### src/rtl/rcpu_io_pkg.sv
// Shared constants for the rcpu IO bridge: register map, status bit layout,
// TX serializer state encodings.
package rcpu_io_pkg;

  localparam int unsigned IO_W = 16;

  localparam logic [15:0] ADDR_UART_DATA   = 16'h0000;
  localparam logic [15:0] ADDR_UART_STATUS = 16'h0004;
  localparam logic [15:0] ADDR_LED         = 16'h0008;
  localparam logic [15:0] ADDR_TIMER       = 16'h000C;
  localparam logic [15:0] ADDR_RX          = 16'h0010;

  localparam int unsigned ST_RX_VALID = 0;
  localparam int unsigned ST_EMPTY    = 1;
  localparam int unsigned ST_FULL     = 2;
  localparam int unsigned ST_BUSY     = 3;
  localparam int unsigned ST_OVERFLOW = 4;

  localparam logic [1:0] TX_IDLE  = 2'd0;
  localparam logic [1:0] TX_START = 2'd1;
  localparam logic [1:0] TX_DATA  = 2'd2;
  localparam logic [1:0] TX_STOP  = 2'd3;

endpackage

### src/rtl/rcpu_io_bridge_if.sv
// CPU IO port bundle; bit 0 is the MSB to match the CPU-side declarations.
interface rcpu_io_bridge_if;
  import rcpu_io_pkg::*;

  logic            io_read_enable;
  logic            io_write_enable;
  logic [0:IO_W-1] io_address;
  logic [0:IO_W-1] io_write_data;
  logic [0:IO_W-1] io_read_data;

  modport master (output io_read_enable, io_write_enable, io_address, io_write_data,
                  input  io_read_data);
  modport slave  (input  io_read_enable, io_write_enable, io_address, io_write_data,
                  output io_read_data);
endinterface

### src/rtl/rcpu_uart_tx.sv
// UART transmitter: TX FIFO feeding an 8N1 serializer.
module rcpu_uart_tx
  import rcpu_io_pkg::*;
#(
  parameter int unsigned CLKS_PER_BIT = 104,
  parameter int unsigned FIFO_DEPTH   = 8
) (
  input  logic       clk,
  input  logic       reset,
  input  logic       i_push,
  input  logic [7:0] i_push_data,
  output logic       o_full_c,
  output logic       o_empty_c,
  output logic       o_busy_c,
  output logic       o_drop_c,
  output logic       o_uart_tx
);
  localparam int unsigned PW   = (FIFO_DEPTH > 1) ? $clog2(FIFO_DEPTH) : 1;
  localparam int unsigned CNTW = PW + 1;
  localparam int unsigned CW   = 16;

  logic [7:0]      r_mem [FIFO_DEPTH];
  logic [PW-1:0]   r_wr_ptr, r_rd_ptr;
  logic [CNTW-1:0] r_count;
  logic [1:0]      r_state, w_state_n;
  logic [CW-1:0]   r_cnt, w_cnt_n;
  logic [2:0]      r_bit, w_bit_n;
  logic [7:0]      r_shift, w_shift_n;
  logic            w_pop, w_push_ok, w_tx_n, w_bit_end;

  assign o_empty_c = (r_count == '0);
  assign o_full_c  = (r_count == CNTW'(FIFO_DEPTH));
  assign o_busy_c  = (r_state != TX_IDLE);
  // A pop in the same cycle frees the slot a full-FIFO push needs
  assign w_push_ok = i_push && (!o_full_c || w_pop);
  assign o_drop_c  = i_push && !w_push_ok;
  assign w_bit_end = (r_cnt == CW'(CLKS_PER_BIT - 1));

  // FIFO pointers and occupancy; pointers wrap with the power-of-two depth
  always_ff @(posedge clk) begin
    if (reset) begin
      r_wr_ptr <= '0;
      r_rd_ptr <= '0;
      r_count  <= '0;
    end else begin
      if (w_push_ok) r_wr_ptr <= r_wr_ptr + PW'(1);
      if (w_pop)     r_rd_ptr <= r_rd_ptr + PW'(1);
      r_count <= r_count + CNTW'(w_push_ok) - CNTW'(w_pop);
    end
  end

  // FIFO storage, no reset needed
  always_ff @(posedge clk) begin
    if (w_push_ok) r_mem[r_wr_ptr] <= i_push_data;
  end

  // Serializer state, bit timing and registered line output
  always_ff @(posedge clk) begin
    if (reset) begin
      r_state   <= TX_IDLE;
      r_cnt     <= '0;
      r_bit     <= '0;
      r_shift   <= '0;
      o_uart_tx <= 1'b1;
    end else begin
      r_state   <= w_state_n;
      r_cnt     <= w_cnt_n;
      r_bit     <= w_bit_n;
      r_shift   <= w_shift_n;
      o_uart_tx <= w_tx_n;
    end
  end

  // Next-state logic; STOP chains straight into START when more data waits
  always_comb begin
    w_state_n = r_state;
    w_cnt_n   = r_cnt;
    w_bit_n   = r_bit;
    w_shift_n = r_shift;
    w_pop     = 1'b0;
    w_tx_n    = 1'b1;
    case (r_state)
      TX_IDLE: begin
        if (!o_empty_c) begin
          w_pop     = 1'b1;
          w_shift_n = r_mem[r_rd_ptr];
          w_cnt_n   = '0;
          w_state_n = TX_START;
        end
      end
      TX_START: begin
        if (w_bit_end) begin
          w_cnt_n   = '0;
          w_bit_n   = '0;
          w_state_n = TX_DATA;
        end else w_cnt_n = r_cnt + CW'(1);
      end
      TX_DATA: begin
        if (w_bit_end) begin
          w_cnt_n   = '0;
          w_shift_n = {1'b0, r_shift[7:1]};
          if (r_bit == 3'd7) w_state_n = TX_STOP;
          else               w_bit_n   = r_bit + 3'd1;
        end else w_cnt_n = r_cnt + CW'(1);
      end
      TX_STOP: begin
        if (w_bit_end) begin
          w_cnt_n = '0;
          if (!o_empty_c) begin
            w_pop     = 1'b1;
            w_shift_n = r_mem[r_rd_ptr];
            w_state_n = TX_START;
          end else w_state_n = TX_IDLE;
        end else w_cnt_n = r_cnt + CW'(1);
      end
      default: w_state_n = TX_IDLE;
    endcase
    case (w_state_n)
      TX_START: w_tx_n = 1'b0;
      TX_DATA:  w_tx_n = w_shift_n[0];
      default:  w_tx_n = 1'b1;
    endcase
  end

endmodule

### src/rtl/rcpu_io_bridge.sv
// Peripheral bridge behind the CPU IO port: UART TX, LED register, prescaled
// timer, registered read mux. Optional UART receiver under RCPU_IO_RX_EN.
module rcpu_io_bridge
  import rcpu_io_pkg::*;
#(
  parameter int unsigned CLKS_PER_BIT   = 104,
  parameter int unsigned FIFO_DEPTH     = 8,
  parameter int unsigned TIMER_PRESCALE = 1000
) (
  input  logic             clk,
  input  logic             reset,
  rcpu_io_bridge_if.slave  bus,
  output logic             uart_tx,
  input  logic             uart_rx,
  output logic [7:0]       leds
);
  logic [15:0] w_addr, w_wdata, w_rdata_n, w_status;
  logic [15:0] r_rdata, r_timer, r_presc;
  logic [7:0]  r_leds;
  logic        r_overflow;
  logic        w_rd, w_wr, w_push, w_full, w_empty, w_busy, w_drop, w_tick;
  logic        w_rx_valid, w_rx_ovf;

  assign w_rd    = bus.io_read_enable;
  assign w_wr    = bus.io_write_enable;
  assign w_addr  = bus.io_address;
  assign w_wdata = bus.io_write_data;
  assign bus.io_read_data = r_rdata;
  assign leds    = r_leds;
  assign w_push  = w_wr && (w_addr == ADDR_UART_DATA);
  assign w_tick  = (r_presc == 16'(TIMER_PRESCALE - 1));

  rcpu_uart_tx #(.CLKS_PER_BIT(CLKS_PER_BIT), .FIFO_DEPTH(FIFO_DEPTH)) u_tx (
    .clk(clk), .reset(reset), .i_push(w_push), .i_push_data(w_wdata[7:0]),
    .o_full_c(w_full), .o_empty_c(w_empty), .o_busy_c(w_busy),
    .o_drop_c(w_drop), .o_uart_tx(uart_tx)
  );

`ifdef RCPU_IO_RX_EN
  localparam logic [1:0] RX_IDLE  = 2'd0;
  localparam logic [1:0] RX_START = 2'd1;
  localparam logic [1:0] RX_DATA  = 2'd2;
  localparam logic [1:0] RX_STOP  = 2'd3;
  localparam int unsigned HALF    = CLKS_PER_BIT / 2;

  logic [1:0]  r_sync, r_rx_state, w_rx_state_n;
  logic [15:0] r_rx_cnt, w_rx_cnt_n;
  logic [2:0]  r_rx_bit, w_rx_bit_n;
  logic [7:0]  r_rx_shift, w_rx_shift_n, r_rx_data;
  logic        r_rx_prev, r_rx_valid, w_rx_line, w_rx_done, w_rd_rx, w_rx_end;

  assign w_rx_line  = r_sync[1];
  assign w_rd_rx    = w_rd && (w_addr == ADDR_RX);
  assign w_rx_end   = (r_rx_cnt == 16'(CLKS_PER_BIT - 1));
  assign w_rx_valid = r_rx_valid;
  // An unread byte being replaced counts as an overflow
  assign w_rx_ovf   = w_rx_done && r_rx_valid && !w_rd_rx;

  // Synchronizer, receiver state and holding register
  always_ff @(posedge clk) begin
    if (reset) begin
      r_sync     <= 2'b11;
      r_rx_prev  <= 1'b1;
      r_rx_state <= RX_IDLE;
      r_rx_cnt   <= '0;
      r_rx_bit   <= '0;
      r_rx_shift <= '0;
      r_rx_data  <= '0;
      r_rx_valid <= 1'b0;
    end else begin
      r_sync     <= {r_sync[0], uart_rx};
      r_rx_prev  <= w_rx_line;
      r_rx_state <= w_rx_state_n;
      r_rx_cnt   <= w_rx_cnt_n;
      r_rx_bit   <= w_rx_bit_n;
      r_rx_shift <= w_rx_shift_n;
      if (w_rx_done) begin
        r_rx_data  <= r_rx_shift;
        r_rx_valid <= 1'b1;
      end else if (w_rd_rx) r_rx_valid <= 1'b0;
    end
  end

  // Receiver next-state: confirm start at mid-bit, then sample every bit period
  always_comb begin
    w_rx_state_n = r_rx_state;
    w_rx_cnt_n   = r_rx_cnt + 16'd1;
    w_rx_bit_n   = r_rx_bit;
    w_rx_shift_n = r_rx_shift;
    w_rx_done    = 1'b0;
    case (r_rx_state)
      RX_IDLE: begin
        w_rx_cnt_n = '0;
        if (r_rx_prev && !w_rx_line) w_rx_state_n = RX_START;
      end
      RX_START: begin
        if (r_rx_cnt == 16'(HALF - 1)) begin
          w_rx_cnt_n   = '0;
          w_rx_bit_n   = '0;
          w_rx_state_n = w_rx_line ? RX_IDLE : RX_DATA;
        end
      end
      RX_DATA: begin
        if (w_rx_end) begin
          w_rx_cnt_n   = '0;
          w_rx_shift_n = {w_rx_line, r_rx_shift[7:1]};
          if (r_rx_bit == 3'd7) w_rx_state_n = RX_STOP;
          else                  w_rx_bit_n   = r_rx_bit + 3'd1;
        end
      end
      RX_STOP: begin
        if (w_rx_end) begin
          w_rx_cnt_n   = '0;
          w_rx_done    = w_rx_line;
          w_rx_state_n = RX_IDLE;
        end
      end
      default: w_rx_state_n = RX_IDLE;
    endcase
  end
`else
  logic w_unused;
  assign w_rx_valid = 1'b0;
  assign w_rx_ovf   = 1'b0;
  // Sink for the receive-only inputs
  assign w_unused   = uart_rx ^ (w_addr == ADDR_RX);
`endif

  // Sticky overflow; a new overflow event beats a same-cycle clear
  always_ff @(posedge clk) begin
    if (reset) r_overflow <= 1'b0;
    else if (w_drop || w_rx_ovf) r_overflow <= 1'b1;
    else if (w_wr && (w_addr == ADDR_UART_STATUS) && w_wdata[ST_OVERFLOW]) r_overflow <= 1'b0;
  end

  // LED register and prescaled timer; a timer write overrides a same-edge tick
  always_ff @(posedge clk) begin
    if (reset) begin
      r_leds  <= '0;
      r_timer <= '0;
      r_presc <= '0;
    end else begin
      if (w_wr && (w_addr == ADDR_LED)) r_leds <= w_wdata[7:0];
      if (w_wr && (w_addr == ADDR_TIMER)) begin
        r_timer <= w_wdata;
        r_presc <= '0;
      end else if (w_tick) begin
        r_timer <= r_timer + 16'd1;
        r_presc <= '0;
      end else r_presc <= r_presc + 16'd1;
    end
  end

  // Status word assembly
  always_comb begin
    w_status              = '0;
    w_status[ST_RX_VALID] = w_rx_valid;
    w_status[ST_EMPTY]    = w_empty;
    w_status[ST_FULL]     = w_full;
    w_status[ST_BUSY]     = w_busy;
    w_status[ST_OVERFLOW] = r_overflow;
  end

  // Read mux over pre-write register values
  always_comb begin
    w_rdata_n = '0;
    case (w_addr)
      ADDR_UART_STATUS: w_rdata_n = w_status;
      ADDR_LED:         w_rdata_n = {8'h00, r_leds};
      ADDR_TIMER:       w_rdata_n = r_timer;
`ifdef RCPU_IO_RX_EN
      ADDR_RX:          w_rdata_n = {8'h00, r_rx_data};
`endif
      default:          w_rdata_n = '0;
    endcase
  end

  // Read data register, held between read strobes
  always_ff @(posedge clk) begin
    if (reset)     r_rdata <= '0;
    else if (w_rd) r_rdata <= w_rdata_n;
  end

endmodule
### src/flat_wrapper.sv
// flat-port wrapper written by rule: the top's interface ports become plain ports
module rcpu_io_bridge_flat import rcpu_io_pkg::*;
#(
  parameter int unsigned CLKS_PER_BIT   = 104,
  parameter int unsigned FIFO_DEPTH     = 8,
  parameter int unsigned TIMER_PRESCALE = 1000
)
  (clk, reset, uart_tx, uart_rx, leds, bus_io_read_enable, bus_io_write_enable, bus_io_address, bus_io_write_data, bus_io_read_data);
  rcpu_io_bridge_if bus_i ();
  input  logic clk;
  input  logic reset;
  output logic uart_tx;
  input  logic uart_rx;
  output logic [7:0] leds;
  input wire logic [$bits(bus_i.io_read_enable)-1:0] bus_io_read_enable;
  input wire logic [$bits(bus_i.io_write_enable)-1:0] bus_io_write_enable;
  input wire logic [$bits(bus_i.io_address)-1:0] bus_io_address;
  input wire logic [$bits(bus_i.io_write_data)-1:0] bus_io_write_data;
  output wire logic [$bits(bus_i.io_read_data)-1:0] bus_io_read_data;
  assign bus_i.io_read_enable = bus_io_read_enable;
  assign bus_i.io_write_enable = bus_io_write_enable;
  assign bus_i.io_address = bus_io_address;
  assign bus_i.io_write_data = bus_io_write_data;
  assign bus_io_read_data = bus_i.io_read_data;
  rcpu_io_bridge #(.CLKS_PER_BIT(CLKS_PER_BIT), .FIFO_DEPTH(FIFO_DEPTH), .TIMER_PRESCALE(TIMER_PRESCALE)) u_core (.clk(clk), .reset(reset), .bus(bus_i), .uart_tx(uart_tx), .uart_rx(uart_rx), .leds(leds));
endmodule
### config.mk
export PLATFORM = sky130hd
export DESIGN_NAME = rcpu_io_bridge_flat
export DESIGN_NICKNAME = d
export VERILOG_FILES = /design/src/rtl/rcpu_io_pkg.sv /design/src/rtl/rcpu_io_bridge_if.sv /design/src/rtl/rcpu_uart_tx.sv /design/src/rtl/rcpu_io_bridge.sv /design/src/flat_wrapper.sv
export SDC_FILE = /design/constraint.sdc
export NUM_CORES = 1
export LEC_CHECK = 0
export ABC_AREA = 1
export BUFFER_PORTS_ARGS = -buffer_cell sky130_fd_sc_hd__buf_2
export CAP_MARGIN = 20
export CORE_ASPECT_RATIO = 1.2
export CORE_MARGIN = 5
export CORE_UTILIZATION = 67
export CTS_BUF_LIST = sky130_fd_sc_hd__clkbuf_4
export CTS_CLUSTER_SIZE = 24
export DETAILED_ROUTE_END_ITERATION = 16
export HOLD_SLACK_MARGIN = 0.06
export PLACE_DENSITY = 0.94
export SKIP_LAST_GASP = 1
export SYNTH_ARGS = -nofsm -noshare
export SYNTH_HDL_FRONTEND = slang
export SYNTH_HIERARCHICAL = 1
export SYNTH_SLANG_ARGS = --single-unit
### constraint.sdc
create_clock -name clk -period 5 [get_ports clk]
set_clock_uncertainty 0.1 [all_clocks]
set_input_delay 1 -clock clk [delete_from_list [all_inputs] [get_ports clk]]
set_output_delay 1 -clock clk [all_outputs]
set_load 0.1 [all_outputs]
==> results of run 1 <==
power groups by stage:
stage	Clock [uW]	Sequential (uW)	Combinational, uW
global route	895	1520	929
global placement	0	1540	774
finish	814	1510	833
floorplan	0	1550	619
detailed placement	0	1540	804
CTS	827	1510	820
per-layer routing:
layer	up-vias	track usage (%)	wire length, um	share of wire, %
met3	78	5.00	1470	7.5
met5	-	0	0	0
met4	0	12.8	715	3.6
met1	3429	30.5	7280	37
met2	360	47.2	10100	52
li1	3684	-	-	-
worst min-delay path by stage:
| stage | startpoint | endpoint | slack, ns |
|---|---|---|---|
| 4_1_cts | u_core/r_presc[0] | u_core/r_presc[0] | 0.36 |
| 3_3_place_gp | u_core/r_presc[0] | u_core/r_presc[0] | 0.33 |
| 5_1_grt | u_core/r_presc[0] | u_core/r_presc[0] | 0.39 |
| 2_1_floorplan | u_core/u_tx/r_rd_ptr[2] | flip-flop | 0.31 |
| 3_5_place_dp | u_core/r_presc[0] | u_core/r_presc[0] | 0.34 |
| 6_report | u_core/r_presc[0] | u_core/r_presc[0] | 0.36 |
cell families (layout without fill, tap and decap cells):
| kind of cell | after synthesis | in the layout | share of synthesized area (%) |
|---|---|---|---|
| AND/OR/NAND/NOR | 648 | 648 | 34.4 |
| flip-flops | 164 | 164 | 46.9 |
| buffers and inverters | 141 | 202 | 6.95 |
| AO/OA/AOI/OAI | 111 | 111 | 7.39 |
| adder cells (fa/ha/maj) | 19 | 19 | 2.93 |
| XOR/XNOR | 14 | 14 | 1.47 |
cell usage in the layout, fill, tap and decap left out, types with 3 or more instances in the layout:
cell type	n
sky130_fd_sc_hd__buf_2	60
sky130_fd_sc_hd__o21ai_1	3
sky130_fd_sc_hd__xor2_1	11
sky130_fd_sc_hd__inv_6	3
sky130_fd_sc_hd__nor2_2	8
sky130_fd_sc_hd__nor2_1	120
sky130_fd_sc_hd__nand4_1	19
sky130_fd_sc_hd__nand3b_1	3
sky130_fd_sc_hd__nand2_2	8
sky130_fd_sc_hd__nor2_4	6
sky130_fd_sc_hd__nor3_1	9
sky130_fd_sc_hd__nand3_1	136
sky130_fd_sc_hd__nand2_1	325
sky130_fd_sc_hd__o21ai_0	30
sky130_fd_sc_hd__buf_4	3
sky130_fd_sc_hd__bufinv_16	3
sky130_fd_sc_hd__nand2_4	4
sky130_fd_sc_hd__xnor2_1	3
sky130_fd_sc_hd__dfxtp_1	100
sky130_fd_sc_hd__clkbuf_4	18
sky130_fd_sc_hd__a21oi_1	62
sky130_fd_sc_hd__o211ai_1	5
sky130_fd_sc_hd__clkinv_1	4
sky130_fd_sc_hd__ha_1	18
sky130_fd_sc_hd__clkinvlp_4	3
sky130_fd_sc_hd__inv_1	100
sky130_fd_sc_hd__edfxtp_1	64
critical path, cell delays in order (launching register included):
cell and delay (ns):
sky130_fd_sc_hd__dfxtp_1 0.40, sky130_fd_sc_hd__inv_1 0.17, sky130_fd_sc_hd__ha_1 0.21, sky130_fd_sc_hd__clkinv_1 0.33, sky130_fd_sc_hd__nand2_1 0.26, sky130_fd_sc_hd__nand4_4 0.19
sky130_fd_sc_hd__nand2_2 0.15, sky130_fd_sc_hd__nand2_2 0.13, sky130_fd_sc_hd__nor3_1 0.89
sequential cells by signal (all words and copies together) (netlist names), named ones only:
signal                   count
u_core/u_tx/r_shift          8
u_core/u_tx/r_cnt           16
u_core/u_tx/r_count          4
u_core/r_timer              16
u_core/u_tx/o_uart_tx        1
u_core/u_tx/r_mem           64
u_core/r_presc              16
u_core/r_overflow            1
u_core/u_tx/r_wr_ptr         3
u_core/u_tx/r_bit            3
u_core/u_tx/r_state          2
u_core/u_tx/r_rd_ptr         3
u_core/bus.io_read_data     16
u_core/leds                  8
layout make-up:
cell class	count	area, um2
clock inverter	15	180
tap	161	201
clock buffer	17	128
timing repair buffer	64	330
inverter	106	402
fill	879	3140
sequential	164	3920
multi-input combinational	792	3860
stage by stage:
stage | hold WS [ns] | setup WS, ns | std cells | power (uW)
global placement | 0.330 | 1.32 | 1286 | 2310
finish | 0.359 | 1.81 | 1319 | 3160
detailed placement | 0.343 | 1.18 | 1286 | 2340
CTS | 0.363 | 1.80 | 1318 | 3160
global route | 0.388 | 1.59 | 1319 | 3350
floorplan | 0.312 | 1.67 | 1097 | 2170
==> metrics.txt, run 1 <==
clk sinks 164; count leader, synth sky130_fd_sc_hd__nand2_1; root cell of the clock tree sky130_fd_sc_hd__clkbuf_4; cell count after synthesis 1097; estimated wirelength of the detail-placed design 13600 um; total negative slack for setup checks 0 ns; CTS buffer count 17; per-instance average area after synthesis 7.63 um2; DRC errors left 0; overall die height 132 um; unrepaired setup endpoints after global routing false; leakage component of the power 0.00364 uW; Synth warnings 6; class of the worst hold path flip-flop to flip-flop; post-synthesis register bit count 164; routed length per instance 14.9 um; hold violation count in the final report 0; switching power total 1100 uW; number of buffers added to fix hold violations after cts 0; post-detailed-route via-to-cell ratio 5.72; number of cells on the worst hold path 1; Final ANT Viol Nets 0; Post-CTS Setup Repair Bufs 0; proportion of synthesized chip area in sequential cells 46.9%; highest ir drop seen on vdd 0.213 mV; H-tree depth 4; Final Cell Area 9020 um2; vias in the first global route 7065; relative slew slack 26.1%; clock-pin slew reported for the worst setup and hold paths after clock tree synthesis 0.13 ns; CTS tree built; portion of synthesized cell area occupied by the leading cell type 23.9%; R2R Path End u_core/u_tx/r_mem[1][7]; total length of routed wires 19600 um; CTS-repair resized insts 0; relative area change from synthesis to final layout 7.88%; total nets after synthesis 1153; GPL Wtd Cong 0.945; Register-to-Register Path Depth 8; overall fraction of global-route tracks in use 26.5%; worst-path maximum fanout 8; Setup violations, final 0; Yosys top cell by area sky130_fd_sc_hd__dfxtp_1; PD cells 350 nW/um2; pin count of the biggest net entering global routing 46; Switching Fraction 34.8%; Slew Limit Fails 0; Worst setup startpoint u_core/u_tx/r_state[1]; Internal Dissipation 2060 uW; first-pass GRT wire length 32100 um; clock latency of the later-clocked register in the worst-skew pair 0.55 ns; Crit Reg-Reg Startpoint u_core/u_tx/r_state[1]; Fmax 313 MHz; Site Rows 44; top cells by area, synth sky130_fd_sc_hd__dfxtp_1, sky130_fd_sc_hd__edfxtp_1, sky130_fd_sc_hd__nand2_1; ys flop type sky130_fd_sc_hd__dfxtp_1; Total Nets Final 1201; Worst EP required 5.09 ns; cell area after synthesis 8370 um2; share of post-route cells with drive strength above 1 11.6%; share of total power in the clock network 25.8%; core occupancy in the finished layout 74.2%; cell types with the highest counts after synthesis sky130_fd_sc_hd__nand2_1, sky130_fd_sc_hd__nand3_1, sky130_fd_sc_hd__nor2_1; number of buffers on the longest clock path 2; starting density of the core 68.8%; result of the run finished clean; slew at the pin with the worst max-slew slack 1.10 ns; core region area 12200 um2; distinct cell type count after synthesis 45; Critical Setup Path Class flip-flop to flip-flop; overall die width 112 um; reg-to-reg slack, setup 1.81 ns; DR vias 7551; area enclosed by the die boundary 14800 um2; endpoint type of the worst setup path flip-flop; destination of the critical timing path u_core/u_tx/r_mem[1][7]; IO Pins 62; Critical Path Source Type flip-flop; final critical path time including I/O delays and setup 3.19 ns; initial drt markers 705; proportion of power drawn by combinational gates 26.4%; post-detailed-placement cell area 8710 um2; number of antenna cells inserted 0; Tcrit/Tclk final 63.8%; Worst Path Arrival 3.28 ns; initial antenna violation count 0; number of flops mapped to enable cells by yosys 64; Pre-antenna DRT Iters 7; max_cap viols 0; number of buffers added on ports 60; global route total overflow 0; async set-or-reset flop fraction in the synthesized netlist 0%; proportion of power drawn by flip-flops and latches 47.9%
Note: power is estimated with default switching activity, not from simulation.
==> inputs of run 2 (changes only) <==
- CORE_UTILIZATION: 67 -> 63
- PLACE_DENSITY: 0.94 -> 0.9
- clock period: 5 -> 2.97 ns (I/O delays scaled with it)
==> run 2 against run 1 <==
Sequential share of layout area decreased by 0.56 points. Hold slack lost 0.17 ns. Routed wire length fell by 1.3%. Combinational power increased by 75%. Die area grew 5.8%. Clock power is 68% higher. Critical path type unchanged. Critical endpoint is now u_core/u_tx/r_count[2].
==> metrics.txt, run 2 (synthesized netlist as in run 1, its figures left out) <==
Tcrit/Tclk final 90.4%; most used routing layer met2; most common cell after layout, fill and taps aside sky130_fd_sc_hd__nand2_1; Site Rows 46; multi-input combinational cell area 3860 um2; H-tree depth 4; relative area change from synthesis to final layout 9.29%; CTS-repair resized insts 0; class of the worst hold path input pin to flip-flop; global route total overflow 0; Final ANT Viol Nets 0; highest ir drop seen on vdd 0.380 mV; Pre-antenna DRT Iters 6; filler cell count 1036; Most flops, register u_core/u_tx/r_mem; critical path cell sequence ha_1 -> nand2_2 -> inv_2 -> nand2_2 -> nor2_4 -> nand2_4 -> nand2_4 -> nand4_4 -> nor2_1 -> inv_1 -> nand2_1 -> ha_1 -> inv_1 -> fa_1 -> xor2_1 -> nor2_1; pin count of the biggest net entering global routing 34; share of post-route cells with drive strength above 1 12.8%; final setup slack of the worst path 0.284 ns; total negative slack for setup checks 0 ns; M1 GR Usage 29.8%; routed length per instance 14.4 um; top library cells by usage in the layout, fill and taps aside sky130_fd_sc_hd__nand2_1, sky130_fd_sc_hd__nand3_1, sky130_fd_sc_hd__nor2_1, sky130_fd_sc_hd__inv_1, sky130_fd_sc_hd__dfxtp_1; number of buffers on the longest clock path 2; Slew Limit Fails 0; CTS buffer count 17; overall die width 115 um; slew at the pin with the worst max-slew slack 0.836 ns; launch point of the worst hold path bus_io_write_data[8]; number of buffers added to fix hold violations after cts 0; post-detailed-route via-to-cell ratio 5.57; root cell of the clock tree sky130_fd_sc_hd__clkbuf_4; first-pass GRT wire length 31900 um; overall fraction of global-route tracks in use 25.5%; Critical Path Source Type flip-flop; initial drt markers 585; hold violation count in the final report 0; slowest CP cell sky130_fd_sc_hd__dfxtp_1; PD cells 585 nW/um2; Crit Reg-Reg Startpoint u_core/u_tx/r_cnt[0]; max_cap viols 0; CTS tree built; Worst Path Arrival 3.07 ns; final critical path time including I/O delays and setup 2.69 ns; initial antenna violation count 1; worst-path maximum fanout 10; met2 track demand over resource 45.7%; Fmax 372 MHz; Post-CTS Setup Repair Bufs 0; Worst setup startpoint u_core/u_tx/r_cnt[0]; area taken by flip-flops and latches 3920 um2; unrepaired setup endpoints after global routing false; DRC errors left 0; number of buffers added on ports 60; vias in the first global route 6956; result of the run finished clean; Post-Place Setup Slack 0.0880 ns; clk sinks 164; GRT met3 Usage 4.63%; Worst EP required 3.35 ns; GPL Wtd Cong 0.962; delay of the slowest critical-path stage 0.39 ns; total length of routed wires 19300 um; estimated wirelength of the detail-placed design 13800 um; relative slew slack 44.1%; IO Pins 62; Setup violations, final 0; endpoint type of the worst setup path flip-flop; Total Nets Final 1215; core region area 13100 um2; leakage component of the power 0.00372 uW; clock-pin slew reported for the worst setup and hold paths after clock tree synthesis 0.15 ns; area enclosed by the die boundary 15700 um2; flip-flop count of the largest register, all copies and words added 64; Critical Setup Path Class flip-flop to flip-flop; overall die height 136 um; starting density of the core 63.7%; clock latency of the later-clocked register in the worst-skew pair 0.59 ns; DR vias 7463
==> run 2: cell type report <==
type	count	share of cell area [%]
Antenna cell	1	0.0274
Clock buffer	17	1.40
Sequential cell	164	42.9
Clock inverter	15	1.98
Multi-Input combinational cell	792	42.2
Tap cell	168	2.30
Inverter	106	4.39
Timing Repair Buffer	78	4.76
==> run 2: final timing paths <==
| check | cells after the start | slack [ns] | end |
|---|---|---|---|
| setup reg to reg | 16 | 0.28 | u_core/u_tx/r_count[2] |
| hold reg to reg | 1 | 0.36 | u_core/r_presc[0] |
| setup / recovery | 16 | 0.28 | u_core/u_tx/r_count[2] |
| hold / removal | 5 | 0.19 | u_core/r_timer[8] |
==> run 2: where the power goes <==
part / switching, uW / total [uW] / internal [uW] / leakage, uW
sequential: 79.7 / 2530 / 2450 / 0.00138
clock: 899 / 1370 / 469 / 0.000168
combinational: 983 / 1460 / 473 / 0.00217
==> run 2: critical path, delay by kind of cell (launching register included) <==
family	cells	cell delay, ns
xor+xnor	1	0.15
fa+ha+maj	3	0.74
buf+inv	3	0.23
flops	1	0.39
simple gates	9	0.97
==> run 2: per-layer routing <==
layer	share of wire (%)	up-vias
li1	-	3726
met1	39	3410
met2	52	265
met3	5.7	62
met4	3.4	0
met5	0	-
==> run 2: stage by stage <==
stage | instance area, um2 | std cells | total power (uW) | utilization [%] | hold WS [ns]
after detailed placement | 8830 | 1308 | 4010 | 67.3 | 0.335
after global routing | 9140 | 1341 | 5670 | 69.7 | 0.175
after CTS | 9140 | 1340 | 5360 | 69.7 | 0.154
after floorplan | 8370 | 1097 | 3650 | - | 0.312
after global placement | 8830 | 1308 | 3950 | 67.3 | 0.325
final | 9140 | 1341 | 5350 | 69.7 | 0.191
==> inputs of run 3 (changes only) <==
- CORE_UTILIZATION: 63 -> 45
- PLACE_DENSITY: 0.9 -> 0.7
==> run 3 against run 2 <==
Critical path depth is the same. Die area grew 37%. Non-clock buffer count grew 3. First-iteration DRC count shrank 11%. Flip-flop and latch count is the same. Final cell count grew 4.4%. Register-to-register slack gained 0.07 ns. Clock-buffer cell count is the same. Critical path type unchanged. Critical endpoint unchanged. Largest cell class unchanged. Highest routed layer unchanged.
==> metrics.txt, run 3 (synthesized netlist as in run 1, its figures left out) <==
Tcrit/Tclk final 88.1%; global route total overflow 0; core occupancy in the finished layout 50.5%; DR vias 7217; max_cap viols 0; Fmax 382 MHz; highest ir drop seen on vdd 0.305 mV; initial drt markers 521; first-pass GRT wire length 32400 um; PD cells 573 nW/um2; unrepaired setup endpoints after global routing false; slew at the pin with the worst max-slew slack 0.635 ns; relative area change from synthesis to final layout 10.1%; CTS buffer count 17; routed length per instance 14.1 um; clk sinks 164; total length of routed wires 19700 um; core region area 18200 um2; Hold WS 0.210 ns; Setup violations, final 0; GPL Wtd Cong 0.918; number of buffers added on ports 60; estimated wirelength of the detail-placed design 14200 um; clock latency of the later-clocked register in the worst-skew pair 0.57 ns; overall fraction of global-route tracks in use 18.6%; relative slew slack 57.6%; Slew Limit Fails 0; flip-flop count of the largest register, all copies and words added 64; CTS-repair resized insts 0; root cell of the clock tree sky130_fd_sc_hd__clkbuf_4; starting density of the core 45.9%; post-detailed-route via-to-cell ratio 5.16; overall die height 159 um; overall die width 134 um; Worst EP required 3.33 ns; IO Pins 62; Most flops, register u_core/u_tx/r_mem; endpoint type of the worst setup path flip-flop; Worst Path Arrival 2.98 ns; initial antenna violation count 1; class of the worst hold path input pin to flip-flop; number of buffers on the longest clock path 2; leakage component of the power 0.00373 uW; hold violation count in the final report 0; worst-path maximum fanout 10; CTS tree built; Critical Setup Path Class flip-flop to flip-flop; share of post-route cells with drive strength above 1 12.9%; top library cells by usage in the layout, fill and taps aside sky130_fd_sc_hd__nand2_1, sky130_fd_sc_hd__nand3_1, sky130_fd_sc_hd__nor2_1, sky130_fd_sc_hd__inv_1, sky130_fd_sc_hd__dfxtp_1; pin count of the biggest net entering global routing 33; Pre-antenna DRT Iters 5; H-tree depth 4; Post-CTS Setup Repair Bufs 0; most common cell after layout, fill and taps aside sky130_fd_sc_hd__nand2_1; result of the run finished clean; Critical Path Source Type flip-flop; number of buffers added to fix hold violations after cts 0; DRC errors left 0; clock-pin slew reported for the worst setup and hold paths after clock tree synthesis 0.15 ns; Total Nets Final 1218; total negative slack for setup checks 0 ns; area enclosed by the die boundary 21400 um2; Site Rows 54; Final ANT Viol Nets 0; vias in the first global route 6767; final critical path time including I/O delays and setup 2.62 ns
## run 3: changes by cell type in the layout (fill, tap and decap cells not counted)
| cell | delta |
|---|---|
| sky130_fd_sc_hd__inv_8 | +3 |
| sky130_fd_sc_hd__inv_6 | -2 |
| sky130_fd_sc_hd__clkinv_1 | +1 |
| sky130_fd_sc_hd__clkinv_4 | +1 |
| sky130_fd_sc_hd__clkinv_2 | -1 |
| sky130_fd_sc_hd__clkinv_8 | -1 |
| sky130_fd_sc_hd__bufinv_16 | -1 |
| sky130_fd_sc_hd__buf_4 | +3 |
## run 3: worst max-delay path, stage by stage, from the launching register on
cell and delay [ns]:
sky130_fd_sc_hd__dfxtp_1 0.38, sky130_fd_sc_hd__ha_1 0.21, sky130_fd_sc_hd__nand2_2 0.08, sky130_fd_sc_hd__inv_2 0.09
sky130_fd_sc_hd__nand2_2 0.06, sky130_fd_sc_hd__nor2_4 0.09, sky130_fd_sc_hd__nand2_4 0.11, sky130_fd_sc_hd__nand2_4 0.11
sky130_fd_sc_hd__nand4_4 0.15, sky130_fd_sc_hd__nor2_1 0.21, sky130_fd_sc_hd__inv_1 0.08, sky130_fd_sc_hd__nand2_1 0.07
sky130_fd_sc_hd__ha_1 0.13, sky130_fd_sc_hd__inv_1 0.06, sky130_fd_sc_hd__fa_1 0.38, sky130_fd_sc_hd__xor2_1 0.14
sky130_fd_sc_hd__nor2_1 0.05
## run 3: power by group
part / leakage, uW / switching [uW] / total [uW] / internal [uW]
logic: 0.00219 / 967 / 1450 / 481
clock network: 0.000157 / 912 / 1300 / 390
registers: 0.00138 / 80.2 / 2530 / 2450
## run 3: stage by stage
stage	setup WS [ns]	cells	total power (uW)	area, um2
after floorplan	0.0423	1097	3650	8370
after global placement	0.205	1367	4000	8920
after detailed placement	0.195	1367	4020	8920
after CTS	0.332	1399	5340	9210
after global routing	0.0328	1400	5650	9210
final	0.354	1400	5280	9210
## run 3: routing by layer
layer | share of wire, % | global-route usage (%)
met5 | 0 | 0
met4 | 1.8 | 5.60
met3 | 4.3 | 3.86
met2 | 52 | 33.9
met1 | 42 | 21.8
## run 3: path summary, 6_finish.rpt
kind	startpoint	endpoint	slack, ns	cells past startpoint
worst max-delay path	u_core/u_tx/r_cnt[0]	u_core/u_tx/r_count[2]	0.35	16
worst min-delay path	bus_io_write_data[8]	u_core/r_timer[8]	0.21	5
worst max register to register	u_core/u_tx/r_cnt[0]	u_core/u_tx/r_count[2]	0.35	16
worst min register to register	u_core/u_tx/r_rd_ptr[2]	flip-flop	0.34	1
## run 3: area by class of cell
type                       instances  area, um2
antenna                            1       2.50
inverter                         106        402
timing repair buffer              81        458
multi-input combinational        792       3860
tap                              224        280
sequential                       164       3920
clock inverter                    15        159
clock buffer                      17        128
fill                            1782       9030
